### src/rtl/buzzer_sched.sv
// buzzer_sched -- shares one buzzer between NUM_REQ requesters.
//
// Each requester posts a beep request with a beep count. The scheduler
// latches it and grants the buzzer round-robin. It then plays the requested
// number of beeps. Each beep is a one-cycle trigger, a wait for the buzzer's
// busy flag to rise and then fall, and a fixed silent gap before the next
// trigger. If busy never rises after a trigger, the request is aborted and
// flagged.
//
// Optional build macro:
//   BUZZER_SCHED_PRIO_EN - requester 0 is granted first whenever its request
//                          is pending at arbitration time. An in-flight
//                          sequence is never preempted.
//
// Ports:
//   clk_i        4 MHz clock
//   rst_ni       asynchronous active-low reset
//   req_i        per-requester request pulse
//   cnt_i        per-requester beep count, slice k = [k*COUNT_W +: COUNT_W]
//   pend_o       request latched and waiting for a grant
//   grant_o      one-hot, requester currently being served
//   ack_o        one-cycle pulse when a request completes or aborts
//   drop_o       one-cycle pulse when a request hits an already-pending slot
//   err_o        one-cycle pulse with ack_o when the buzzer never started
//   active_o     scheduler is not idle
//   trig_o       one-cycle trigger pulse to the buzzer
//   buzz_busy_i  buzzer cycle-in-progress flag
module buzzer_sched #(
   parameter int NUM_REQ       = 4,
   parameter int COUNT_W       = 3,
   parameter int GAP_CYCLES    = 400000,
   parameter int START_TIMEOUT = 16
) (
   input  logic                       clk_i,
   input  logic                       rst_ni,
   input  logic [NUM_REQ-1:0]         req_i,
   input  logic [NUM_REQ*COUNT_W-1:0] cnt_i,
   output logic [NUM_REQ-1:0]         pend_o,
   output logic [NUM_REQ-1:0]         grant_o,
   output logic [NUM_REQ-1:0]         ack_o,
   output logic [NUM_REQ-1:0]         drop_o,
   output logic                       err_o,
   output logic                       active_o,
   output logic                       trig_o,
   input  logic                       buzz_busy_i
);

   localparam int TMAX = (GAP_CYCLES > START_TIMEOUT) ? GAP_CYCLES : START_TIMEOUT;
   localparam int TW   = $clog2(TMAX) + 1;
   localparam int IW   = (NUM_REQ > 1) ? $clog2(NUM_REQ) : 1;

   localparam logic [TW-1:0]      GAP_LAST = TW'(GAP_CYCLES - 1);
   localparam logic [TW-1:0]      TO_LAST  = TW'(START_TIMEOUT - 1);
   localparam logic [IW-1:0]      LAST_RST = IW'(NUM_REQ - 1);
   localparam logic [COUNT_W-1:0] CNT_ONE  = COUNT_W'(1);

   typedef enum logic [2:0] {
      S_IDLE       = 3'd0,
      S_TRIG       = 3'd1,
      S_WAIT_START = 3'd2,
      S_WAIT_END   = 3'd3,
      S_GAP        = 3'd4,
      S_DONE       = 3'd5
   } state_t;

   // First pending requester found by searching upward from last+1 with
   // wrap-around. The MSB of the result is the "found" flag.
   function automatic logic [IW:0] rr_pick(input logic [NUM_REQ-1:0] pend,
                                           input logic [IW-1:0]      last);
      logic [IW:0]   res;
      logic [IW-1:0] idx;
      res = '0;
      // Scan from the farthest offset down to the nearest one, so the
      // nearest pending requester is the last one written.
      for (int i = NUM_REQ; i >= 1; i--) begin
         idx = IW'((int'(last) + i) % NUM_REQ);
         if (pend[idx]) begin
            res = {1'b1, idx};
         end else begin
            res = res;
         end
      end
      return res;
   endfunction

   function automatic logic [NUM_REQ-1:0] onehot(input logic [IW-1:0] idx);
      logic [NUM_REQ-1:0] v;
      v      = '0;
      v[idx] = 1'b1;
      return v;
   endfunction

   function automatic logic [TW-1:0] sat_inc(input logic [TW-1:0] t);
      return (t == {TW{1'b1}}) ? t : (t + TW'(1));
   endfunction

   state_t               state_r, state_s;
   logic [TW-1:0]        timer_r, timer_s;
   logic [COUNT_W-1:0]   left_r, left_s;
   logic                 abort_r, abort_s;
   logic [IW-1:0]        gidx_r, gidx_s;
   logic [IW-1:0]        last_r, last_s;
   logic                 take_s;
   logic [NUM_REQ-1:0]   pend_r, pend_s;
   logic [COUNT_W-1:0]   cnt_r [NUM_REQ];
   logic [IW:0]          pick_s;
   logic                 pick_vld_s;
   logic [IW-1:0]        pick_idx_s;
   logic [COUNT_W-1:0]   pick_cnt_s;

   logic [NUM_REQ-1:0]   grant_r, ack_r, drop_r;
   logic                 err_r, active_r, trig_r;

   // Arbitration: round-robin, optionally with requester 0 taking precedence.
   always_comb begin
`ifdef BUZZER_SCHED_PRIO_EN
      if (pend_r[0]) begin
         pick_s = {1'b1, {IW{1'b0}}};
      end else begin
         pick_s = rr_pick(pend_r, last_r);
      end
`else
      pick_s = rr_pick(pend_r, last_r);
`endif
      pick_vld_s = pick_s[IW];
      pick_idx_s = pick_s[IW-1:0];
      pick_cnt_s = cnt_r[pick_idx_s];
   end

   // Next-state logic for the beep sequencer.
   always_comb begin
      state_s = state_r;
      timer_s = timer_r;
      left_s  = left_r;
      abort_s = abort_r;
      gidx_s  = gidx_r;
      last_s  = last_r;
      take_s  = 1'b0;
      case (state_r)
         S_IDLE: begin
            if (pick_vld_s) begin
               take_s  = 1'b1;
               gidx_s  = pick_idx_s;
               // A stored count of zero still plays a single beep.
               left_s  = (pick_cnt_s == {COUNT_W{1'b0}}) ? CNT_ONE : pick_cnt_s;
               abort_s = 1'b0;
               state_s = S_TRIG;
            end else begin
               state_s = S_IDLE;
            end
         end
         S_TRIG: begin
            timer_s = '0;
            state_s = S_WAIT_START;
         end
         S_WAIT_START: begin
            if (buzz_busy_i) begin
               state_s = S_WAIT_END;
            end else if (timer_r == TO_LAST) begin
               abort_s = 1'b1;
               state_s = S_DONE;
            end else begin
               timer_s = sat_inc(timer_r);
            end
         end
         S_WAIT_END: begin
            if (!buzz_busy_i) begin
               left_s = left_r - CNT_ONE;
               if (left_r == CNT_ONE) begin
                  state_s = S_DONE;
               end else begin
                  timer_s = '0;
                  state_s = S_GAP;
               end
            end else begin
               state_s = S_WAIT_END;
            end
         end
         S_GAP: begin
            if (timer_r == GAP_LAST) begin
               state_s = S_TRIG;
            end else begin
               timer_s = sat_inc(timer_r);
            end
         end
         S_DONE: begin
            last_s  = gidx_r;
            state_s = S_IDLE;
         end
         default: begin
            state_s = S_IDLE;
         end
      endcase
   end

   // Pending flags: set on an accepted request, cleared when granted. A
   // request arriving for an already-pending slot is dropped, so set and
   // clear never target the same bit in one cycle.
   always_comb begin
      pend_s = pend_r;
      for (int k = 0; k < NUM_REQ; k++) begin
         if (req_i[k] && !pend_r[k]) begin
            pend_s[k] = 1'b1;
         end else if (take_s && (gidx_s == IW'(k))) begin
            pend_s[k] = 1'b0;
         end else begin
            pend_s[k] = pend_r[k];
         end
      end
   end

   // Sequencer state, timer, beep counter and arbitration pointer.
   always_ff @(posedge clk_i or negedge rst_ni) begin
      if (!rst_ni) begin
         state_r <= S_IDLE;
         timer_r <= '0;
         left_r  <= '0;
         abort_r <= 1'b0;
         gidx_r  <= '0;
         last_r  <= LAST_RST;
      end else begin
         state_r <= state_s;
         timer_r <= timer_s;
         left_r  <= left_s;
         abort_r <= abort_s;
         gidx_r  <= gidx_s;
         last_r  <= last_s;
      end
   end

   // Request latch: pending flags and per-requester stored beep counts.
   always_ff @(posedge clk_i or negedge rst_ni) begin
      if (!rst_ni) begin
         pend_r <= '0;
         drop_r <= '0;
         for (int k = 0; k < NUM_REQ; k++) begin
            cnt_r[k] <= '0;
         end
      end else begin
         pend_r <= pend_s;
         drop_r <= req_i & pend_r;
         for (int k = 0; k < NUM_REQ; k++) begin
            if (req_i[k] && !pend_r[k]) begin
               cnt_r[k] <= cnt_i[k*COUNT_W +: COUNT_W];
            end else begin
               cnt_r[k] <= cnt_r[k];
            end
         end
      end
   end

   // Registered outputs, decoded from the state being entered so that each
   // one is valid in the same cycle as that state.
   always_ff @(posedge clk_i or negedge rst_ni) begin
      if (!rst_ni) begin
         grant_r  <= '0;
         ack_r    <= '0;
         err_r    <= 1'b0;
         active_r <= 1'b0;
         trig_r   <= 1'b0;
      end else begin
         grant_r  <= (state_s != S_IDLE) ? onehot(gidx_s) : {NUM_REQ{1'b0}};
         ack_r    <= (state_s == S_DONE) ? onehot(gidx_s) : {NUM_REQ{1'b0}};
         err_r    <= (state_s == S_DONE) && abort_s;
         active_r <= (state_s != S_IDLE);
         trig_r   <= (state_s == S_TRIG);
      end
   end

   assign pend_o   = pend_r;
   assign grant_o  = grant_r;
   assign ack_o    = ack_r;
   assign drop_o   = drop_r;
   assign err_o    = err_r;
   assign active_o = active_r;
   assign trig_o   = trig_r;

endmodule
### config.mk
export PLATFORM = sky130hd
export DESIGN_NAME = buzzer_sched
export DESIGN_NICKNAME = d
export VERILOG_FILES = /design/src/rtl/buzzer_sched.sv
export SDC_FILE = /design/constraint.sdc
export NUM_CORES = 1
export LEC_CHECK = 0
export ABC_AREA = 1
export BUFFER_PORTS_ARGS = -buffer_cell sky130_fd_sc_hd__buf_2
export CAP_MARGIN = 40
export CORE_MARGIN = 5
export CORE_UTILIZATION = 60
export DETAILED_ROUTE_END_ITERATION = 12
export GPL_ROUTABILITY_DRIVEN = 0
export PLACE_DENSITY_LB_ADDON = 0.08
export SYNTH_ARGS = -nofsm -noshare
export SYNTH_HDL_FRONTEND = slang
export SYNTH_SLANG_ARGS = --single-unit
### constraint.sdc
create_clock -name clk_i -period 4.79 [get_ports clk_i]
set_clock_uncertainty 0.1 [all_clocks]
set_input_delay 0.958 -clock clk_i [delete_from_list [all_inputs] [get_ports clk_i]]
set_output_delay 0.958 -clock clk_i [all_outputs]
set_load 0.05 [all_outputs]
Yosys cells after proc, flatten, opt, wreduce, memory -nomap -nowiden. Index checks and enable logic that the tools add are counted.

Flip-flop bits (word level): 62. Input bits: 19. Output and inout bits: 19. Word-level logic and storage cells: 134.

Add/subtract/negate cells: 6. Magnitude comparators: 7. Equality and inequality tests: 20. Muxes and demuxes: 53. Bitwise logic cells: 2. Reductions and logical operators: 26.

Operators with widths (count): 20-bit 2-to-1 mux (6); 20-bit one-hot mux with 4 select lines (1); 3-bit 2-to-1 mux (13); 20-bit by 1-bit adder with 20-bit output, second input constant (1); 20-bit by 19-bit equality test with 1-bit output, second input constant (1); 20-bit equality test, second input constant (1); 20-bit by 4-bit equality test with 1-bit output, second input constant (1); 1-bit 2-to-1 mux (20); 2-bit by 3-bit < comparator with 1-bit output, second input constant (5); 3-bit one-hot mux with 5 select lines (1); 2-bit inequality test, second input constant (6); 1-bit logical AND (10); 2-bit nonzero test (5); 3-bit by 1-bit equality test with 1-bit output, second input constant (3); 3-bit equality test, second input constant (3); 1-bit binary-select mux with 2-bit select (4); 4-bit 2-to-1 mux (2); 3-bit binary-select mux with 2-bit select (1); 3-bit by 2-bit equality test with 1-bit output, second input constant (2); 3-bit zero test (2); 3-bit one-hot mux with 2 select lines (1); 6-bit AND reduction (1); 2-bit by 1-bit adder with 2-bit output, second input constant (2); 2-bit adder, second input constant (2); 15 further kinds (20).

Longest topological paths before layout. Gate-level depths: netlist (run 1).

Word-level depth: 15. Depth in mapped cells: 16. Mapped depth without buffers: 16.

Worst setup path after synthesis (run 1). No wires, ideal clock.

Path type: register -> register. From: register pend_r[3] (netlist: pend_o[3]). To: register pend_r[2] (netlist: pend_o[2]). Library setup time: 0.123 ns. Data arrival time: 1.830 ns. Required time: 4.567 ns. Slack: 2.737 ns. Stages on the path, launching flop included: 16. Path buffers: 0. Period minus slack after synthesis: 2.053 ns. Cells stage by stage: dfrtp_1 inv_1 nand2_1 nand3_1 nand2_1 inv_1 nand2_1 nand2_1 nand2_1 nand2_2 nand2_2 o21ai_2 inv_2 nand2_1 o21ai_1 nand2_1.

Cells in the longest elaborated chain, start to end: 11. Elaborated cells on any way between the ends: 19. Classes of those cells: eq/ne (1); mux (16); reduce/logical (2).

Ends and longest elaborated chain: start, declared (line 104) `logic [NUM_REQ-1:0] pend_r, pend_s;`; start signal, assigned (line 240) `pend_r <= pend_s;`; 1-bit binary-select mux with 2-bit select (line 77) `if (pend[idx]) begin`; 1-bit 2-to-1 mux (not written as such) (line 77); 3-bit 2-to-1 mux (3 in series) (line 77); 3-bit 2-to-1 mux (*) (line 77); 2-bit 2-to-1 mux (*) (line 141) `if (pick_vld_s) begin`; 2-bit 2-to-1 mux (*) (line 139) `case (state_r)`; via gidx_s[0] (line 101) `logic [IW-1:0] gidx_r, gidx_s;`; 2-bit equality test (*) (line 204) `end else if (take_s && (gidx_s == IW'(k))) begin`; 1-bit logical AND (*) (line 204); 2-bit nonzero test (no source line) (*).

The timed path passes the listed nets; every way through them passes the cells marked *. The select of a mux whose other input is x is not followed. A chain may end at the register's enable or synchronous reset.

Worst setup path in the final report (run 1).
From: register timer_r[0]. To: register grant_r[1] (netlist: grant_o[1]).

Cells in the longest elaborated chain, start to end: 6. Elaborated cells on any way between the ends: 8. Classes of those cells: eq/ne (2); mux (5); reduce/logical (1).

Ends and longest elaborated chain: start, declared (line 98) `logic [TW-1:0] timer_r, timer_s;`; start signal, assigned (line 223) `timer_r <= timer_s;`; 20-bit by 4-bit equality test with 1-bit output (line 159) `end else if (timer_r == TO_LAST) begin`; 3-bit 2-to-1 mux (line 159); 3-bit 2-to-1 mux (line 157) `if (buzz_busy_i) begin`; 3-bit one-hot mux with 5 select lines (*) (line 139); 3-bit nonzero test (*) (line 262) `grant_r <= (state_s != S_IDLE) ? onehot(gidx_s) : {NUM_REQ{1'b0}};`; 4-bit 2-to-1 mux (*) (line 262); end signal, assigned (line 262); end, declared (line 111) `logic [NUM_REQ-1:0] grant_r, ack_r, drop_r;`.

Mark *: on every way between the ends. The rest lies on a longest branch, timed or not.

==> results of run 1 <==
==> worst max-delay path, cell delays in order, from the launching register on <==
cell and delay, ns:
dfrtp_1 0.46, ha_1 0.33, nand2_2 0.13, nor4_2 0.25, nand3_1 0.18, a21oi_1 0.37
nand3_1 0.16, nor2_2 0.23, nor2_1 0.07
==> flip-flops by register name, indices dropped and copies added, names as in the netlist <==
register,count
grant_o,4
left_r,3
drop_o,4
gidx_r,2
cnt_r,12
timer_r,20
ack_o,4
pend_o,4
err_o,1
trig_o,1
last_r,2
active_o,1
state_r,3
abort_r,1
==> kinds of logic after synthesis <==
logic type	after synthesis
mux	8
simple gates	235
buf+inv	68
flops	62
compound gates	42
xor+xnor	18
fa+ha+maj	3
==> worst max-delay path by stage <==
stage                      startpoint    endpoint  cells past startpoint
final                      timer_r[0]  grant_o[1]                      8
after global routing       timer_r[0]  grant_o[3]                      8
after CTS                  timer_r[0]  grant_o[1]                      8
after detailed placement  buzz_busy_i  timer_r[4]                      8
after global placement     timer_r[0]  grant_o[2]                      8
after floorplan             pend_o[3]   pend_o[2]                     15
==> routing by layer <==
metal | track usage | up-vias
met3 | 0.04825 | 24
met4 | 0.09205 | 0
met5 | 0 | -
li1 | - | 1487
met1 | 0.2702 | 1363
met2 | 0.4003 | 95
==> metrics by stage <==
stage,setup slack [ns],power [mW]
floorplan,2.737,1.901
global placement,2.438,2.064
detailed placement,2.397,2.107
CTS,2.403,2.499
global route,2.210,2.694
finish,2.393,2.486
==> power groups by stage <==
stage / Combinational [mW] / Sequential, mW / Clock [mW]
final: 1.32 / 0.778 / 0.386
after global routing: 1.48 / 0.794 / 0.417
after CTS: 1.33 / 0.779 / 0.392
after detailed placement: 1.32 / 0.787 / 0
after global placement: 1.28 / 0.781 / 0
after floorplan: 0.994 / 0.907 / 0
==> cell usage after synthesis <==
cell type | count | area [µm²]
a21oi_1 | 7 | 35.03
a21oi_2 | 1 | 8.760
a21oi_4 | 1 | 16.27
a31oi_2 | 1 | 12.51
buf_12 | 3 | 60.06
buf_4 | 1 | 7.510
clkbuf_1 | 1 | 3.750
dfrtp_1 | 60 | 1501
dfstp_2 | 2 | 52.55
ha_1 | 3 | 37.54
inv_1 | 51 | 191.4
inv_2 | 10 | 37.54
inv_4 | 1 | 6.260
inv_6 | 1 | 8.760
mux2_2 | 8 | 90.09
nand2_1 | 98 | 367.9
nand2_2 | 23 | 143.9
nand2_4 | 2 | 22.52
nand3_1 | 28 | 140.1
nand3_2 | 1 | 10.01
nand3b_1 | 2 | 15.01
nand4_1 | 12 | 75.07
nor2_1 | 47 | 176.4
nor2_2 | 4 | 25.02
nor3_1 | 7 | 35.03
nor3_2 | 2 | 20.02
nor3_4 | 2 | 32.53
nor4_1 | 6 | 37.54
nor4_2 | 1 | 12.51
o21ai_0 | 12 | 60.06
o21ai_1 | 1 | 5.000
o21ai_2 | 18 | 157.7
o31ai_1 | 1 | 7.510
xnor2_1 | 1 | 8.760
xor2_1 | 17 | 148.9
==> final cells by class <==
| type | instances | area [µm²] |
|---|---|---|
| fill | 501 | 1882 |
| multi-input combinational | 306 | 1702 |
| sequential | 62 | 1554 |
| inverter | 63 | 244.0 |
| timing repair buffer | 39 | 220.2 |
| clock buffer | 10 | 127.6 |
| tap | 75 | 93.84 |
| clock inverter | 5 | 27.53 |
==> flow_summary.ini, run 1 <==
[yosys]
yosys.area_share.simple = 0.3118
muxShareOfSynthArea = 0.02523
synth_top_family_by_area = simple AND/OR/NAND/NOR gates
syn_nets = 458
ys_warn_count = 0
synth-seq-area-share = 0.4352
synthAdderAreaFrac = 0.01051
syn_inst = 436
syn_avg_cell_area_um2 = 8.190
ys_seq_elements = 62
ys_types = 35
synth_compound_area_frac = 0.08479
synth-xor-area-share = 0.04415
synth_area_um2 = 3571

[setup_path]
cp_max_fo = 6
ff2ff_path_depth = 8
r2r_end = grant_o[1]
startpoint_type = register
rrSetupSlack_ns = 2.39
endpoint_kind = register
required_ns = 4.92
critical_path_arrival_ns = 2.53
rr_startpoint = timer_r[0]
crit_type = register to register

[pwr]
p_clk_frac = 0.155
switching_share = 0.5074
netSwitchingPower_mw = 1.261
internal_power_mw = 1.224
p_leak_nw = 1.984
pwr-share-comb = 0.532
power_per_cell_area_nw_per_um2 = 626.3
ir_drop_v = 0.0004036
p_seq_frac = 0.313

[routing]
first_iter_violations = 118
drc = 0
wl_met3_um = 461
wl_per_cell_um = 14.02
vias = 2969
drt_wl_total_um = 7853
dr_wl_met2_um = 3961
ant_nets = 0
first_pass_iters = 4
routed_via_density = 5.302
met1_length_um = 3214
highest_layer = met4

[sta]
setup_viol = 0
slew_headroom = 0.6924
rsz0062_at_grt = no
period_share = 0.5004
worst_pin_slew_ns = 0.4572
slew_violations = 0
finalHoldViolCount = 0
hold_slack_ns = 0.4131
period_needed_ns = 2.397
clock.fmax_mhz = 417.2
finalSetupTns_ns = 0

[clock_tree]
clk_pin_slew_ns = 0.07
cts_setup_buffers = 0
cts_tree = done
cts.sinks = 62
clockBufferDepth = 2
cts_resized = 0
root_buffer = clkbuf_8
worstSkewPairLatency_ns = 0.35
cts_buffers = 9
postCtsHoldBufs = 0
htree_num_levels = 3

[global_route]
grt_pass1_wl_um = 13350
track_usage = 0.2277
grt_pass1_vias = 2951
grt_max_degree = 31
overflow = 0
antenna_found_initial = 0

[floorplanning]
die_x_um = 87.15
fp.dieH_um = 87.15
core_um2 = 5851
num_rows = 28
die_area_um2 = 7594
ios = 38
initial_utilization = 0.6104

[place]
io_buffers = 37
hpwlAfterDp_um = 6023
dpl.cell_count = 545
placed_cell_area_um2 = 3814

[layout]
drive_above_1_share = 0.2701
final_util = 0.6784
fin_area_um2 = 3969
layout_common_cells = 98 x nand2_1, 60 x dfrtp_1, 51 x inv_1, 47 x nor2_1, 37 x buf_2
diodes = 0
final_common_cell = nand2_1
instances_no_fill = 560
area_growth_pct = 11.14
finalNetCount = 503

[worst_hold_path]
hold_path_end = cnt_r[4]
hp-start = cnt_r[4]
hold_path_depth = 1
hold_path.class = register to register

[job]
cap_violations = 0

[outcome]
status = finished, final reports clean
No activity file was read; power rests on OpenSTA's default activity.
==> inputs of run 2 (changes only) <==
--- a/config.mk
+++ b/config.mk
@@ -9,7 +9,7 @@
 export BUFFER_PORTS_ARGS = -buffer_cell sky130_fd_sc_hd__buf_2
 export CAP_MARGIN = 40
 export CORE_MARGIN = 5
-export CORE_UTILIZATION = 60
+export CORE_UTILIZATION = 53
 export DETAILED_ROUTE_END_ITERATION = 12
 export GPL_ROUTABILITY_DRIVEN = 0
 export PLACE_DENSITY_LB_ADDON = 0.08
==> constraint.sdc (replaced) <==
create_clock -name clk_i -period 2.2 [get_ports clk_i]
set_clock_uncertainty 0.1 [all_clocks]
set_input_delay 0.44 -clock clk_i [delete_from_list [all_inputs] [get_ports clk_i]]
set_output_delay 0.44 -clock clk_i [all_outputs]
set_load 0.05 [all_outputs]
==> flow_summary.ini, run 2 (synthesis gave the netlist of run 1 again) <==
[outcome]
status = finished, final reports clean

[setup_path]
critPathMaxStageDelay_ns = 0.60
cp_max_fo = 6
cp_slowest_cell = dfstp_2
crit_type = register to register
startpoint_type = register
endpoint_kind = register
required_ns = 2.34
path_cells = buf_6 > nand2_1 > o21ai_2 > nand2_1 > nand2_2 > nand2_2 > nand2_2 > nand2_4 > nand2_4 > nand2_2 > nand3_2 > nand2_2 > nand2_2 > nor2_1 > nor2_1 > nor2_1
critical_path_arrival_ns = 2.32
worst_path_dominant_cell_family = simple AND/OR/NAND/NOR gates
path_common_cell = nand2_2
critPathBufInv = 1

[layout]
layout_common_cells = 81 x nand2_1, 60 x dfrtp_1, 48 x inv_1, 46 x nor2_1
area_growth_pct = 20.36
finalNetCount = 522
final_common_cell = nand2_1
largest-register = timer_r
diodes = 0
fin_area_um2 = 4298
largest_reg_flops = 20
drive_above_1_share = 0.3525
fillerInstances = 570
reg_top3 = timer_r x20, cnt_r x12

[routing]
wl_per_cell_um = 14.53
vias = 3138
first_iter_violations = 210
drc = 0
ant_nets = 0
first_pass_iters = 5
drt_wl_total_um = 8501
routed_via_density = 5.364

[global_route]
overflow = 0
grt_max_degree = 63
antenna_found_initial = 0
grt_pass1_wl_um = 14050
grt_pass1_vias = 2958
track_usage = 0.2105

[floorplanning]
ios = 38
die_area_um2 = 8479
initial_utilization = 0.5345
core_um2 = 6681
fp.dieH_um = 92.08
die_x_um = 92.08
num_rows = 30

[sta]
slew_headroom = 0.7054
setup_viol = 0
rsz0062_at_grt = yes
worst_pin_slew_ns = 0.4385
finalHoldViolCount = 0
clock.fmax_mhz = 460.2
worst_slack_ns = 0.02692
period_share = 0.9878
slew_violations = 0
period_needed_ns = 2.173

[place]
io_buffers = 37
dp_slack_ns = -0.02239
hpwlAfterDp_um = 6080
placed_cell_area_um2 = 3910

[pwr]
p_leak_nw = 2.134
ir_drop_v = 0.001175
power_per_cell_area_nw_per_um2 = 1479

[clock_tree]
cts.sinks = 62
worstSkewPairLatency_ns = 0.36
clk_pin_slew_ns = 0.08
cts_tree = done
clockBufferDepth = 2
root_buffer = clkbuf_8
htree_num_levels = 3
cts_buffers = 9

[job]
cap_violations = 0

[worst_hold_path]
hold_path.class = input port to register
[run 2: where the power goes]
part	switching, mW	total [mW]	internal (mW)	leakage, nW
Combinational	2.41	3.50	1.09	1.23
Sequential	0.209	1.68	1.47	0.784
Clock	0.522	1.18	0.653	0.115
[run 2: area by class of cell]
class                      count  area [µm²]  share of cell area
tap                           80       100.1             0.02329
inverter                      63       246.5             0.05735
multi-input combinational    306        1804              0.4198
sequential                    62        1554              0.3616
timing repair buffer          58       365.4             0.08501
clock buffer                   9       123.9             0.02882
clock inverter                 7       103.9             0.02416
[run 2: path summary, 6_finish.rpt]
| path | start | end | slack (ns) | depth (start not counted) |
|---|---|---|---|---|
| hold reg to reg | cnt_r[5] | cnt_r[5] | 0.43 | 2 |
| setup reg to reg | last_r[0] | left_r[0] | 0.03 | 16 |
| max in group asynchronous | rst_ni | last_r[1] | 1.17 | 3 |
| setup / recovery | last_r[0] | left_r[0] | 0.03 | 16 |
| min in group asynchronous | rst_ni | timer_r[3] | 0.51 | 3 |
| hold / removal | req_i[2] | drop_o[2] | 0.19 | 3 |
[run 2: what timing repair did]
action	in CTS	in global routing
hold buffers	1	0
endpoints found under the setup margin	2	14
hold endpoints to repair	29	0
resized for setup	0	36
setup buffers	3	2
pin swaps	0	9
[run 2: worst register-to-register path, stage by stage, from the launching register on]
cell and delay [ns]:
dfstp_2 0.60, buf_6 0.13, nand2_1 0.06, o21ai_2 0.09, nand2_1 0.12, nand2_2 0.08
nand2_2 0.08, nand2_2 0.11, nand2_4 0.07, nand2_4 0.11, nand2_2 0.06, nand3_2 0.06
nand2_2 0.07, nand2_2 0.08, nor2_1 0.04, nor2_1 0.14, nor2_1 0.08
[run 2: metrics by stage]
step	setup TNS (ns)	util	instances	power, mW	hold WS [ns]
5_1_grt	-0.1482	0.6433	585	6.823	0.2057
4_1_cts	0	0.6242	583	5.996	0.1783
2_1_floorplan	0	-	436	4.139	0.04441
3_3_place_gp	0	0.5852	563	4.710	0.3762
3_5_place_dp	-0.02239	0.5852	563	4.752	0.3762
6_report	0	0.6433	585	6.358	0.1916
[run 2: per-layer routing]
layer / vias to the layer above / routed length, µm / GRT usage
met5: - / 0 / 0
met3: 16 / 661 / 0.05742
met1: 1453 / 3870 / 0.2974
met2: 139 / 3819 / 0.3157
met4: 0 / 149 / 0.06312
li1: 1530 / - / -
==> inputs of run 3 (changes only) <==
--- a/config.mk
+++ b/config.mk
@@ -13,6 +13,7 @@
 export DETAILED_ROUTE_END_ITERATION = 12
 export GPL_ROUTABILITY_DRIVEN = 0
 export PLACE_DENSITY_LB_ADDON = 0.08
+export SETUP_SLACK_MARGIN = 0.5
 export SYNTH_ARGS = -nofsm -noshare
 export SYNTH_HDL_FRONTEND = slang
 export SYNTH_SLANG_ARGS = --single-unit
==> flow_summary.ini, run 3 (synthesis gave the netlist of run 1 again) <==
[layout]
reg_top3 = timer_r x20, cnt_r x12
final_util = 0.7155
largest_reg_flops = 20
drive_above_1_share = 0.4837
diodes = 0
largest-register = timer_r
layout_common_cells = 60 x nand2_1, 51 x dfrtp_1, 43 x nand2_2, 42 x inv_1, 38 x nor2_1
area_growth_pct = 33.88
finalNetCount = 540
final_common_cell = nand2_1

[sta]
slew_headroom = 0.7250
period_needed_ns = 2.133
hold_slack_ns = 0.1927
finalHoldViolCount = 0
slew_violations = 0
rsz0062_at_grt = yes
setup_viol = 0
clock.fmax_mhz = 468.8
worst_pin_slew_ns = 0.4090
period_share = 0.9696

[place]
io_buffers = 37
hpwlAfterDp_um = 5839

[pwr]
ir_drop_v = 0.0007397
p_leak_nw = 2.326
power_per_cell_area_nw_per_um2 = 1544

[global_route]
track_usage = 0.2109
use_met2 = 0.3637
gr-max-usage-layer = met2
grt_use_met1 = 0.2564
grt_use_met3 = 0.05086
grt_pass1_wl_um = 14240
overflow = 0
grt_pass1_vias = 3130
grt_max_degree = 62
antenna_found_initial = 0

[floorplanning]
die_x_um = 92.08
num_rows = 30
die_area_um2 = 8479
ios = 38
core_um2 = 6681
initial_utilization = 0.5345
fp.dieH_um = 92.08

[setup_path]
endpoint_kind = register
worst_path_dominant_cell_family = flip-flops
rrSetupSlack_ns = 0.07
startpoint_type = register
critPathMaxStageDelay_ns = 0.59
path_cells = buf_6 > nand2_4 > o21ai_4 > buf_4 > nor2_2 > a21oi_4 > buf_4 > o21ai_4 > inv_2 > nand2_2 > o21ai_1 > nand2_1
cp_slowest_cell = dfstp_2
cp_max_fo = 5
critPathBufInv = 4
critical_path_arrival_ns = 2.26
rr_startpoint = last_r[0]
crit_start = last_r[0]
required_ns = 2.32
crit_type = register to register

[clock_tree]
worstSkewPairLatency_ns = 0.34
cts_buffers = 9
clockBufferDepth = 2
htree_num_levels = 3
clk_pin_slew_ns = 0.08
cts_tree = done
root_buffer = clkbuf_8
cts.sinks = 62

[outcome]
status = finished, final reports clean

[routing]
drt_wl_total_um = 8824
wl_per_cell_um = 14.63
ant_nets = 0
drc = 0
vias = 3191
first_iter_violations = 124
first_pass_iters = 4
routed_via_density = 5.292

[worst_hold_path]
hold_path.class = input port to register
hp-start = req_i[1]

[job]
cap_violations = 0
run 3: cell count changes in the layout (fill, tap and decap cells not counted), moves of 8 or more:
cell and change:
nand2_1 -21, nand2_4 +14, buf_4 +11, dfrtp_1 -9, dfrtp_2 +9, nor2_1 -8
run 3: worst paths after layout:
kind / cells past startpoint / to
min in group asynchronous: 2 / drop_o[0]
max: 12 / pend_o[2]
max reg2reg: 12 / pend_o[2]
min: 3 / drop_o[1]
max in group asynchronous: 3 / last_r[1]
min reg2reg: 1 / cnt_r[9]
run 3: final cells by class:
type                    count  area [µm²]
well taps                  80       100.1
fillers                   513        1901
inverters                  63       270.3
multi-input cells         306        2092
clock inverters             7       98.84
clock buffers               9       123.9
flip-flops and latches     62        1565
repair buffers             76       530.5
run 3: stage by stage:
stage	TNS (ns)	total power, mW	area (µm²)	instances	worst slack (ns)
3_5_place_dp	0	4.778	3881	555	0.03053
6_report	0	7.380	4781	603	0.06692
4_1_cts	0	6.730	4522	592	0.2274
2_1_floorplan	0	4.252	3606	436	0.2598
5_1_grt	-0.04089	7.858	4781	603	-0.04089
3_3_place_gp	0	4.735	3881	555	0.05854
run 3: worst reg2reg max path: stages (launching register included):
cell     delay [ns]
dfstp_2        0.59
buf_6          0.15
nand2_4        0.06
o21ai_4        0.07
buf_4          0.14
nor2_2         0.04
a21oi_4        0.19
buf_4          0.18
o21ai_4        0.07
inv_2          0.08
nand2_2        0.07
o21ai_1        0.20
nand2_1        0.07
run 3: power breakdown:
group / leakage, nW / switching, mW / total, mW / internal (mW)
registers: 0.773 / 0.213 / 1.70 / 1.48
logic: 1.44 / 2.92 / 4.55 / 1.62
clock network: 0.109 / 0.494 / 1.14 / 0.641
total: 2.33 / 3.63 / 7.38 / 3.75
run 3: metal layers:
layer | up-vias | routed length, µm
li1 | 1564 | -
met1 | 1547 | 3705
met2 | 60 | 4637
met3 | 20 | 283
met4 | 0 | 197
met5 | - | 0
run 3: repair_timing:
item,in CTS,in global routing
hold buffers,1,0
pin swaps,21,26
gates cloned,0,0
setup buffers,20,11
gates resized for setup,72,47
endpoints found under the hold margin,1,0
setup endpoints to repair,44,44
